$ cat config.mk
export PLATFORM = sky130hd
export DESIGN_NAME = if_stage
export DESIGN_NICKNAME = d
export VERILOG_FILES = /design/src/rtl/if_stage.sv
export SDC_FILE = /design/constraint.sdc
export NUM_CORES = 1
export LEC_CHECK = 0
export CAP_MARGIN = 20
export CORE_MARGIN = 5
export CORE_UTILIZATION = 40
export DETAILED_ROUTE_END_ITERATION = 10
export DONT_BUFFER_PORTS = 1
export GPL_TIMING_DRIVEN = 0
export SYNTH_ARGS = -nofsm -noshare
export SYNTH_HDL_FRONTEND = slang
export SYNTH_SLANG_ARGS = --single-unit
$ cat constraint.sdc
create_clock -name clk -period 2.6 [get_ports clk]
set_clock_uncertainty 0.1 [all_clocks]
set_input_delay 0.52 -clock clk [delete_from_list [all_inputs] [get_ports clk]]
set_output_delay 0.52 -clock clk [all_outputs]
set_load 0.02 [all_outputs]
$ cat src/rtl/if_stage.sv
// Instruction-fetch stage with IF/ID pipeline register.
// Fetches from instruction memory with a req/ready handshake, buffers a word
// returned during a stall, and presents the decoded fields to ID.
// A redirect from EX squashes IF/ID (no delay slot).
module if_stage #(
  parameter logic [31:0] RESET_PC  = 32'h0000_3000,
  parameter logic [31:0] NOP_INSTR = 32'h0000_0000
) (
  input  logic        clk,
  input  logic        rst_n,
  input  logic        stall_i,
  input  logic        redirect_i,
  input  logic [31:0] redirect_pc_i,
  output logic        imem_req_o,
  output logic [31:0] imem_addr_o,
  input  logic        imem_ready_i,
  input  logic [31:0] imem_rdata_i,
  output logic        ifid_valid_o,
  output logic [31:0] ifid_instr_o,
  output logic [31:0] ifid_pc_o,
  output logic [31:0] ifid_pc4_o,
  output logic [5:0]  op_o,
  output logic [4:0]  rs_o,
  output logic [4:0]  rt_o,
  output logic [4:0]  rd_o,
  output logic [5:0]  func_o,
  output logic [15:0] imm16_o
);

  typedef enum logic {FETCH, HOLD} state_e;

  state_e      state_q;
  logic [31:0] pc_q;
  logic        ifid_valid_q;
  logic [31:0] ifid_instr_q;
  logic [31:0] ifid_pc_q;
  logic [31:0] ifid_pc4_q;
  logic        buf_valid_q;
  logic [31:0] buf_instr_q;
  logic [31:0] buf_pc_q;

  logic [31:0] pc_inc;
  logic [31:0] redir_pc;

  // Next sequential fetch address and word-aligned redirect target.
  always_comb begin
    pc_inc   = pc_q + 32'd4;
    redir_pc = redirect_pc_i & 32'hFFFF_FFFC;
  end

  // Fetch FSM: redirect beats stall; HOLD parks one word while ID is stalled.
  always_ff @(posedge clk or negedge rst_n) begin
    if (!rst_n) begin
      state_q      <= FETCH;
      pc_q         <= RESET_PC;
      ifid_valid_q <= 1'b0;
      ifid_instr_q <= NOP_INSTR;
      ifid_pc_q    <= 32'h0;
      ifid_pc4_q   <= 32'h0;
      buf_valid_q  <= 1'b0;
      buf_instr_q  <= 32'h0;
      buf_pc_q     <= 32'h0;
    end else if (redirect_i) begin
      // Squash IF/ID even under stall; any response this cycle is dropped.
      state_q      <= FETCH;
      pc_q         <= redir_pc;
      ifid_valid_q <= 1'b0;
      ifid_instr_q <= NOP_INSTR;
      buf_valid_q  <= 1'b0;
    end else begin
      case (state_q)
        FETCH: begin
          if (imem_ready_i) begin
            if (!stall_i) begin
              ifid_valid_q <= 1'b1;
              ifid_instr_q <= imem_rdata_i;
              ifid_pc_q    <= pc_q;
              ifid_pc4_q   <= pc_inc;
              pc_q         <= pc_inc;
            end else begin
              // pc stays on the buffered word's address until it drains.
              buf_valid_q <= 1'b1;
              buf_instr_q <= imem_rdata_i;
              buf_pc_q    <= pc_q;
              state_q     <= HOLD;
            end
          end else if (!stall_i) begin
            ifid_valid_q <= 1'b0;
            ifid_instr_q <= NOP_INSTR;
          end
        end
        HOLD: begin
          if (!stall_i) begin
            ifid_valid_q <= buf_valid_q;
            ifid_instr_q <= buf_instr_q;
            ifid_pc_q    <= buf_pc_q;
            ifid_pc4_q   <= buf_pc_q + 32'd4;
            pc_q         <= pc_inc;
            buf_valid_q  <= 1'b0;
            state_q      <= FETCH;
          end
        end
        default: state_q <= FETCH;
      endcase
    end
  end

  // Request is gated by rst_n so it drops the instant reset asserts.
  always_comb begin
    imem_req_o  = rst_n && (state_q == FETCH);
    imem_addr_o = pc_q;
  end

  // IF/ID outputs and decoded field slices.
  always_comb begin
    ifid_valid_o = ifid_valid_q;
    ifid_instr_o = ifid_instr_q;
    ifid_pc_o    = ifid_pc_q;
    ifid_pc4_o   = ifid_pc4_q;
    op_o         = ifid_instr_q[31:26];
    rs_o         = ifid_instr_q[25:21];
    rt_o         = ifid_instr_q[20:16];
    rd_o         = ifid_instr_q[15:11];
    func_o       = ifid_instr_q[5:0];
    imm16_o      = ifid_instr_q[15:0];
  end

endmodule
* Word-level counts from Yosys, hierarchy flattened
Cells that the tools add are included.
W data, S select, Z words.
** Word-level totals
- Register bits after elaboration :: 195
- Input port bits :: 69
- Output and inout bits :: 173
- Word-level logic and storage cells :: 57
** Cells by class
- $add $sub $neg :: 2
- Equal/unequal tests :: 7
- Mux-type cells :: 32
- Bitwise gates (word level) :: 2
- Reduce and logical (&&, ||, !) cells :: 5
** Operator list (number)
- $mux W32 :: 14
- $pmux W32 S2 :: 4
- $add A32 B3 Y32 const B :: 2
- $ne A3 B3 Y1 const B :: 4
- $mux W1 :: 11
- $reduce_and A4 Y1 :: 2
- $ne A2 B2 Y1 const B :: 3
- $pmux W1 S2 :: 3
- $reduce_and A3 Y1 :: 1
- $not A1 Y1 :: 2
- $reduce_and A2 Y1 :: 1
- $logic_and A1 B1 Y1 :: 1

* Depth between registers and ports, before layout
Gate-level depths: netlist of run 1.
- Depth in word-level cells :: 5
- Gate-level depth with buffers :: 8
- Mapped depth without buffers :: 7

* Least setup slack after synthesis of run 1
OpenSTA, ideal clock, no wires.
- Path type :: register to register
- Start :: register pc_q[2] (netlist: imem_addr_o[2])
- End :: register ifid_pc4_q[30] (netlist: ifid_pc4_o[30])
- Data arrival time :: 2.072 ns
- Data required time :: 2.366 ns
- Setup slack :: 0.294 ns
- Cell stages (with the launch flop) :: 8
- Path buffers :: 0
- Period minus slack after synthesis :: 2.306 ns
- Cell sequence :: dfrtp_1 ha_1 nand3_1 nor4_1 nand3b_1 xnor2_1 a22oi_1 o21ai_0
** Between the ends
- Cells in the longest elaborated chain, start to end :: 4
** RTL lines
- from (decl) :: line 33 : logic [31:0] pc_q;
- from (signal assigned) :: line 66 : pc_q <= redir_pc;
- from (signal assigned) :: line 79 : pc_q <= pc_inc;
- from (signal assigned) :: line 98 : pc_q <= pc_inc;
- $add A32 B3 Y32 :: line 47 : pc_inc = pc_q + 32'd4;
- $mux W32 :: line 74 : if (!stall_i) begin
- $mux W32 :: line 73 : if (imem_ready_i) begin
- $pmux W32 S2 :: line 71 : case (state_q)
- to (signal assigned) :: line 78 : ifid_pc4_q <= pc_inc;
- to (signal assigned) :: line 97 : ifid_pc4_q <= buf_pc_q + 32'd4;
- to (decl) :: line 37 : logic [31:0] ifid_pc4_q;
No other way between the ends. The select of a mux whose other input is x is not followed.
A chain may end at the register's enable or synchronous reset.

* Worst setup path in the final report of run 1
- Start :: register buf_pc_q[4]
- End :: register ifid_pc4_q[31] (netlist: ifid_pc4_o[31])
** Between the ends
- Cells in the longest elaborated chain, start to end :: 3
** RTL lines
- from (decl) :: line 40 : logic [31:0] buf_pc_q;
- from (signal assigned) :: line 84 : buf_pc_q <= pc_q;
- $add A32 B3 Y32 :: line 97
- $mux W32 :: line 93 : if (!stall_i) begin
- $pmux W32 S2 :: line 71
No other way between the ends. The select of a mux whose other input is x is not followed.

==> results of run 1 <==
-- sequential cells by signal (all words and copies together), names as in the netlist --
signal and cells:
ifid_valid_o 1, ifid_pc4_o 30, buf_valid_q 1, imem_addr_o 30, buf_pc_q 30, ifid_instr_o 32
buf_instr_q 32, ifid_pc_o 30, state_q 1
-- placed cells by master (no fill, tap or decap), types with 17 or more instances in the layout --
cell,n
buf_4,60
o21ai_0,75
buf_2,19
mux2_2,62
xnor2_1,51
mux2i_1,32
a21oi_1,42
dfrtp_1,182
a22oi_1,41
nand4_1,21
clkbuf_16,17
xor2_1,34
clkbuf_1,37
nand3_1,23
nor2_1,101
nand2_1,111
-- final cells by class --
type                       count  area (um2)
fill                        2317       12700
timing repair buffer          12         103
buffer                       122         679
tap                          319         399
multi-input combinational    661        4310
inverter                       7        26.3
sequential                   187        4690
clock inverter                10         128
clock buffer                  22         484
-- through the flow --
step           instance area (um2)  setup TNS, ns  total power [mW]
4_1_cts                      10700              0              8.19
3_5_place_dp                 10000         -14.80              5.47
3_3_place_gp                 10000         -14.28              5.41
2_1_floorplan                 9610              0              5.05
6_report                     10800              0              8.13
5_1_grt                      10800              0              8.50
-- path summary, 6_finish.rpt --
| kind | cells past startpoint | end |
|---|---|---|
| min in group clk | 2 | imem_addr_o[13] |
| hold / removal | 0 | imem_addr_o[15] |
| setup / recovery | 8 | ifid_pc4_o[31] |
| setup reg to reg | 8 | ifid_pc4_o[31] |
| hold reg to reg | 1 | buf_instr_q[16] |
| max in group asynchronous | 0 | ifid_pc4_o[13] |
-- power breakdown --
| group | switching (mW) | leakage (nW) | internal [mW] |
|---|---|---|---|
| Sequential | 0.833 | 2.34 | 3.39 |
| Combinational | 0.638 | 1.90 | 0.571 |
| Clock | 1.17 | 0.294 | 1.54 |
| Total | 2.64 | 4.54 | 5.49 |
-- what timing repair did --
action | 4_1_cts | 5_1_grt
setup endpoints to repair | 51 | 84
pin swaps | 2 | 5
buffers inserted | 3 | 9
endpoints found under the hold margin | 187 | 187
gates resized for setup | 15 | 20
-- worst max-delay path: cells and delay by family (launching register included) --
family / cells / cell delay [ns]
and+or+nand+nor: 4 / 1.17
buffers and inverters: 2 / 0.36
DFF: 1 / 0.32
AOI/OAI and AO/OA: 1 / 0.32
xor gates and xnor gates: 1 / 0.14
-- cells by family after synthesis --
group | after synthesis | synth area share, %
adder cells (fa/ha/maj) | 2 | 0.261
XOR/XNOR | 85 | 7.77
AND/OR/NAND/NOR | 298 | 14.5
AO/OA/AOI/OAI | 176 | 10.8
other | 1 | 0.0391
flip-flops | 187 | 48.8
buffers and inverters | 129 | 7.19
multiplexers | 94 | 10.6
-- metal layers --
layer	up-vias	share of wire, %	GRT usage, %
met5	-	0	0
met4	0	1.7	5.41
met3	28	9.2	6.74
met2	253	47	32.6
met1	3642	42	28.2
li1	3357	-	-
==> impl_metrics.tcl, run 1 <==
set metrics [dict create \
    status "complete, but fails checks" \
    violations "negative hold slack" \
    grt_max_degree 189 \
    period_minus_slack_ns 2.52 \
    p_per_area_mw_per_mm2 752 \
    final_cells 1340 \
    final_hold_viol_count 187 \
    synth_top_area_cell "dfrtp_1" \
    syn_area_per_cell_um2 9.86 \
    end_kind "flip-flop" \
    core_mm2 0.0235 \
    nNetsFinal 1079 \
    crit_slowest_cell "nor4_4" \
    ys_async_sr_fraction_pct 100 \
    clk_pin_slew_ns 0.07 \
    setup.worst_path.start "buf_pc_q[4]" \
    ant_nets 0 \
    crit_top_cell "buf_2" \
    synth_seq_cells 187 \
    path_cells "buf_2, nand4_1, nor4_4, and2_0, buf_2, nand3_1, xnor2_1, a221o_1" \
    grt_pass1_vias 7316 \
    start_util_pct 40.7 \
    dieArea_mm2 0.0272 \
    worst_slew_pin_slew_ns 0.909 \
    max_stage_delay_ns 0.47 \
    rows 56 \
    seq_area_frac_synth_pct 48.8 \
    arrival_ns 2.73 \
    routed_wl_um 28700 \
    clock_sinks 187 \
    synth_common_cells "dfrtp_1, nand2_1, nor2_1, o21ai_0, mux2_2" \
    postLayoutCoreUtil_pct 45.9 \
    place_congestion 0.824 \
    drt-initial-drc-count 568 \
    min_path_type "in2async" \
    ys_warn_count 0 \
    max-cap-violations 0 \
    viasPerCell 5.43 \
    path_class "reg2reg" \
    die_w_um 165 \
    final_max_slew_viol_count 0 \
    diodes 0 \
    area_growth_pct 12.8 \
    htree_levels 4 \
    dpl.hpwl_um 20800 \
    clk_path_buf_depth 2 \
    grt_pass1_wl_um 43200 \
    whs_ns -0.318 \
    drc 0 \
    ys.flop_type "dfrtp_1" \
    cts_tree "built" \
    fmax_mhz 397 \
    fin_ws_ns 0.0815 \
    numPlacedInstances 1296 \
    synth_top_area_share_pct 48.3 \
    relSlewSlack_pct 39.4 \
    cts_buffers 17 \
    synth.area.top_cells "dfrtp_1, mux2_2, xnor2_1, nand2_1, nor2_1" \
    worstSkewPairLatency_ns 0.43 \
    r2r_start "buf_pc_q[4]" \
    wire_per_inst_um 21.4 \
    io_buffers 0 \
    grt_overflow_total 0 \
    synth_enable_flop_cells 0 \
    synth_cells 972 \
    num_vias 7280 \
    required_ns 2.81 \
    worstSetupStartpointType "flip-flop" \
    path_max_fanout 8 \
    post-route-period-util_pct 96.9 \
    p_leak_nw 4.54 \
    grtUsageTotal_pct 20.9 \
    cts_root_buf "clkbuf_16" \
    drt-pass1-iter-count 5 \
    drive_gt1_share_pct 20.3 \
    antenna_found_initial 1 \
    dp_worst_setup_slack_ns -0.549 \
    ys_types 44 \
    rsz0062_at_grt "no" \
    die_h_um 165 \
    ir_drop_v 0.000350 \
    io_pins 242 \
    setup_violations 0 \
    syn_area_mm2 0.00959 \
    regToRegSetupSlack_ns 0.08 \
    yosysMostFrequentCell "dfrtp_1" \
]
Power figures use the tool's default switching activity.
==> run 2: changes to the inputs <==
--- a/config.mk
+++ b/config.mk
@@ -6,11 +6,12 @@
 export NUM_CORES = 1
 export LEC_CHECK = 0
 export CAP_MARGIN = 20
-export CORE_MARGIN = 5
+export CORE_MARGIN = 1
 export CORE_UTILIZATION = 40
 export DETAILED_ROUTE_END_ITERATION = 10
 export DONT_BUFFER_PORTS = 1
 export GPL_TIMING_DRIVEN = 0
+export SKIP_CTS_REPAIR_TIMING = 1
 export SYNTH_ARGS = -nofsm -noshare
 export SYNTH_HDL_FRONTEND = slang
 export SYNTH_SLANG_ARGS = --single-unit
==> constraint.sdc (replaced) <==
create_clock -name clk -period 2.6 [get_ports clk]
set_clock_uncertainty 0.1 [all_clocks]
set_input_delay 0.13 -clock clk [delete_from_list [all_inputs] [get_ports clk]]
set_output_delay 0.13 -clock clk [all_outputs]
set_load 0.02 [all_outputs]
==> run 2 against run 1 <==
Compared with the run above:
- hold slack got worse by 0.38 ns
- combinational power increased by 6%
- count of clock-buffer cells in the layout decreased by 4
- the run still ends with negative hold slack left
- via count increased by 3.3%
- flip-flop and latch count unchanged
==> impl_metrics.tcl, run 2 (synthesis gave the netlist of run 1 again) <==
set metrics [dict create \
    status "complete, but fails checks" \
    violations "negative hold slack" \
    p_leak_nw 4.76 \
    final_max_slew_viol_count 0 \
    min_path_type "in2async" \
    die_h_um 157 \
    placed_cell_area_mm2 0.0100 \
    routed_wl_um 28300 \
    core_mm2 0.0235 \
    dr_wl_met3_um 2240 \
    relSlewSlack_pct 41.0 \
    period_minus_slack_ns 2.49 \
    rows 56 \
    drive_gt1_share_pct 18.5 \
    worstSkewPairLatency_ns 0.43 \
    setup.worst_path.start "buf_pc_q[4]" \
    start_util_pct 40.8 \
    end_kind "flip-flop" \
    drc 0 \
    fin_area_mm2 0.0113 \
    ir_drop_v 0.000335 \
    whs_ns -0.702 \
    multi_input_area_mm2 0.00430 \
    worst_slew_pin_slew_ns 0.884 \
    required_ns 2.78 \
    fin_ws_ns 0.115 \
    cts_buffers 17 \
    p_per_area_mw_per_mm2 707 \
    drt-met1-wl_um 12400 \
    die_w_um 157 \
    drt-initial-drc-count 558 \
    post-route-period-util_pct 95.6 \
    grt_max_degree 189 \
    clk_path_buf_depth 2 \
    cts_tree "built" \
    path_class "reg2reg" \
    grtUsageTotal_pct 23.1 \
    dp_worst_setup_slack_ns -0.433 \
    place_congestion 0.868 \
    path_max_fanout 8 \
    final_hold_viol_count 187 \
    drt-pass1-iter-count 5 \
    postLayoutCoreUtil_pct 48.3 \
    routed.top_layer "met4" \
    setup_violations 0 \
    regToRegSetupSlack_ns 0.11 \
    antenna_found_initial 0 \
    diodes 0 \
    num_vias 7520 \
    nNetsFinal 1136 \
    tns_ns 0 \
    max-cap-violations 0 \
    arrival_ns 2.66 \
    grt_pass1_vias 7010 \
    n_fill_cell 2205 \
    io_buffers 0 \
    dieArea_mm2 0.0246 \
    dpl.hpwl_um 19700 \
    fmax_mhz 402 \
    htree_levels 4 \
    io_pins 242 \
    worstSetupStartpointType "flip-flop" \
    area_growth_pct 18.2 \
    final_cell_mix "dfrtp_1, nand2_1, nor2_1" \
    grt_pass1_wl_um 42300 \
    met2_length_um 13300 \
    regArea_mm2 0.00469 \
    clk_pin_slew_ns 0.07 \
    viasPerCell 5.38 \
    cts_root_buf "clkbuf_16" \
    grt_overflow_total 0 \
    wire_per_inst_um 20.3 \
    r2r_cells 7 \
    final_common_cell "dfrtp_1" \
    ant_nets 0 \
    clock_sinks 187 \
    r2r_start "buf_pc_q[4]" \
]
## run 2: area by class of cell
cell class	count	area share (%)
Sequential cell	187	41.3
Multi-Input combinational cell	661	38.0
Buffer	122	6.02
Timing Repair Buffer	69	5.98
Clock buffer	18	3.87
Tap cell	319	3.52
Clock inverter	14	1.07
Inverter	7	0.232
## run 2: critical path, stage by stage, from the launching register on
cell     delay (ns)
dfrtp_1        0.32
buf_2          0.18
nand4_1        0.38
nor4_4         0.74
nand4_1        0.19
xnor2_1        0.18
a22oi_1        0.14
o21ai_0        0.10
## run 2: metrics by stage
step / total power, mW / instances
finish: 8.01 / 1397
global route: 8.40 / 1397
CTS: 7.96 / 1328
detailed placement: 5.44 / 1296
global placement: 5.40 / 1296
floorplan: 5.05 / 977
## run 2: report_power, final
group	internal [mW]	switching, mW
sequential	3.39	0.816
clock	1.35	1.18
combinational	0.631	0.654
total	5.36	2.65
## run 2: path summary, 6_finish.rpt
kind | endpoint
min reg2reg | buf_instr_q[10]
min | imem_addr_o[18]
min in group clk | ifid_instr_o[27]
max reg2reg | ifid_pc4_o[26]
max | ifid_pc4_o[26]
max in group asynchronous | ifid_instr_o[10]
## run 2: routing by layer
layer  GRT usage, %  up-vias
met5              0        -
met1           31.8     3777
met2           35.4      248
li1               -     3471
met3           6.40       24
met4           6.68        0
==> run 3: changes to the inputs <==
==> constraint.sdc (replaced) <==
create_clock -name clk -period 3.2 [get_ports clk]
set_clock_uncertainty 0.1 [all_clocks]
set_input_delay 0.16 -clock clk [delete_from_list [all_inputs] [get_ports clk]]
set_output_delay 0.16 -clock clk [all_outputs]
set_load 0.02 [all_outputs]
==> run 3 against run 2 <==
Compared with the run above:
- combinational power decreased by 20%
- the flow still finishes with violations (negative hold slack)
- sequential power decreased by 19%
- sequential share of layout area increased by 0.42 points
- first-iteration DRC count decreased by 10%
- setup slack improved by 0.14 ns
- critical path depth increased by 1
- via count decreased by 0.64%
- count of clock-buffer cells in the layout unchanged
- total power decreased by 19%
- wire length decreased by 0.13%
- non-clock buffer count decreased by 5
==> impl_metrics.tcl, run 3 (synthesis gave the netlist of run 1 again) <==
set metrics [dict create \
    postLayoutCoreUtil_pct 47.8 \
    nNetsFinal 1131 \
    ir_drop_v 0.000272 \
    wire_per_inst_um 20.3 \
    path_cells "ha_1, nand3_1, nor4_4, and3_1, buf_2, nand3_1, xor2_1, o21ai_0" \
    die_h_um 157 \
    fin_ws_ns 0.254 \
    drc 0 \
    clk_path_buf_depth 2 \
    htree_levels 4 \
    drt-pass1-iter-count 5 \
    whs_ns -0.672 \
    grtUsageMet3_pct 6.40 \
    grt.busiest_layer "met2" \
    diodes 0 \
    start_util_pct 40.8 \
    n_fill_cell 2227 \
    arrival_ns 3.20 \
    core_mm2 0.0235 \
    regToRegSetupSlack_ns 0.25 \
    status "complete, but fails checks" \
    r2r_cells 8 \
    final_cell_mix "dfrtp_1, nand2_1, nor2_1" \
    io_pins 242 \
    die_w_um 157 \
    worstReg2RegEnd "imem_addr_o[24]" \
    crit_buf_inv 1 \
    grtUsageMet1_pct 31.8 \
    num_vias 7472 \
    relSlewSlack_pct 39.4 \
    numPlacedInstances 1296 \
    cp_top_family "simple AND/OR/NAND/NOR gates" \
    r2r_start "imem_addr_o[2]" \
    rsz0062_at_grt "no" \
    p_per_area_mw_per_mm2 580 \
    drive_gt1_share_pct 16.2 \
    cts_root_buf "clkbuf_16" \
    cts_buffers 17 \
    clk_pin_slew_ns 0.07 \
    routed_wl_um 28300 \
    min_path_type "in2async" \
    path_max_fanout 6 \
    grtUsageTotal_pct 23.1 \
    drt-initial-drc-count 502 \
    grt_overflow_total 0 \
    clock_sinks 187 \
    met2_usage_pct 35.4 \
    final_common_cell "dfrtp_1" \
    path_class "reg2reg" \
    end_kind "flip-flop" \
    area_growth_pct 17.0 \
    viasPerCell 5.37 \
    worst_slew_pin_slew_ns 0.909 \
    grt_pass1_vias 7010 \
    grt_pass1_wl_um 42300 \
    grt_max_degree 189 \
    rows 56 \
    worstSetupStartpointType "flip-flop" \
    dpl.hpwl_um 19700 \
    final_cells 1392 \
    violations "negative hold slack" \
    cts_tree "built" \
    crit_slowest_cell "nor4_4" \
    dieArea_mm2 0.0246 \
    required_ns 3.45 \
    final_max_slew_viol_count 0 \
    ant_nets 0 \
    dp_worst_setup_slack_ns 0.167 \
    final_hold_viol_count 190 \
    tns_ns 0 \
    antenna_found_initial 0 \
    max_stage_delay_ns 0.67 \
    worstSkewPairLatency_ns 0.43 \
    place_congestion 0.868 \
    max-cap-violations 0 \
    period_minus_slack_ns 2.95 \
    io_buffers 0 \
    crit_top_cell "nand3_1" \
    fmax_mhz 339 \
    setup_violations 0 \
    p_leak_nw 4.64 \
    post-route-period-util_pct 92.1 \
    cp.depth 8 \
]
## run 3: cell types whose count changed in the layout (fill, tap and decap cells not counted), moves of 2 or more
cell,previous run,this run
clkbuf_1,36,46
nor4_2,1,4
nor4_4,6,3
dfrtp_1,182,185
buf_1,7,10
dfrtp_2,3,0
nor3_1,4,6
buf_4,54,49
clkbuf_2,14,1
## run 3: report_power, final
group          internal [mW]  switching [mW]  total [mW]
Combinational          0.508           0.526        1.03
Clock                   1.09           0.963        2.06
Sequential              2.75           0.661        3.41
Total                   4.35            2.15        6.50
## run 3: final cells by class
| type | count | area (um2) | area share (%) |
|---|---|---|---|
| Timing Repair Buffer | 64 | 641 | 5.71 |
| Clock buffer | 18 | 439 | 3.92 |
| Tap cell | 319 | 399 | 3.56 |
| Multi-Input combinational cell | 661 | 4240 | 37.8 |
| Inverter | 7 | 26.3 | 0.234 |
| Buffer | 122 | 663 | 5.91 |
| Sequential cell | 187 | 4680 | 41.8 |
| Clock inverter | 14 | 121 | 1.08 |
## run 3: worst max path at each step
stage                         from  slack [ns]         endpoint
global placement    imem_addr_o[2]        0.18   ifid_pc4_o[30]
detailed placement  imem_addr_o[2]        0.17   ifid_pc4_o[30]
CTS                 imem_addr_o[2]        0.15   ifid_pc4_o[30]
global route        imem_addr_o[2]        0.08   ifid_pc4_o[28]
floorplan           imem_addr_o[2]        0.89   ifid_pc4_o[30]
finish              imem_addr_o[2]        0.25  imem_addr_o[24]
## run 3: metal layers
metal,share of wire [%],routed length [um],vias to the layer above
met5,0,0,-
li1,-,-,3461
met1,44,12500,3746
met3,7.4,2080,27
met2,47,13200,238
met4,1.6,458,0
## run 3: through the flow
step / instance area, um2 / power (mW)
3_5_place_dp: 10000 / 4.42
2_1_floorplan: 9610 / 4.10
3_3_place_gp: 10000 / 4.38
4_1_cts: 10600 / 6.47
5_1_grt: 11200 / 6.81
6_report: 11200 / 6.50
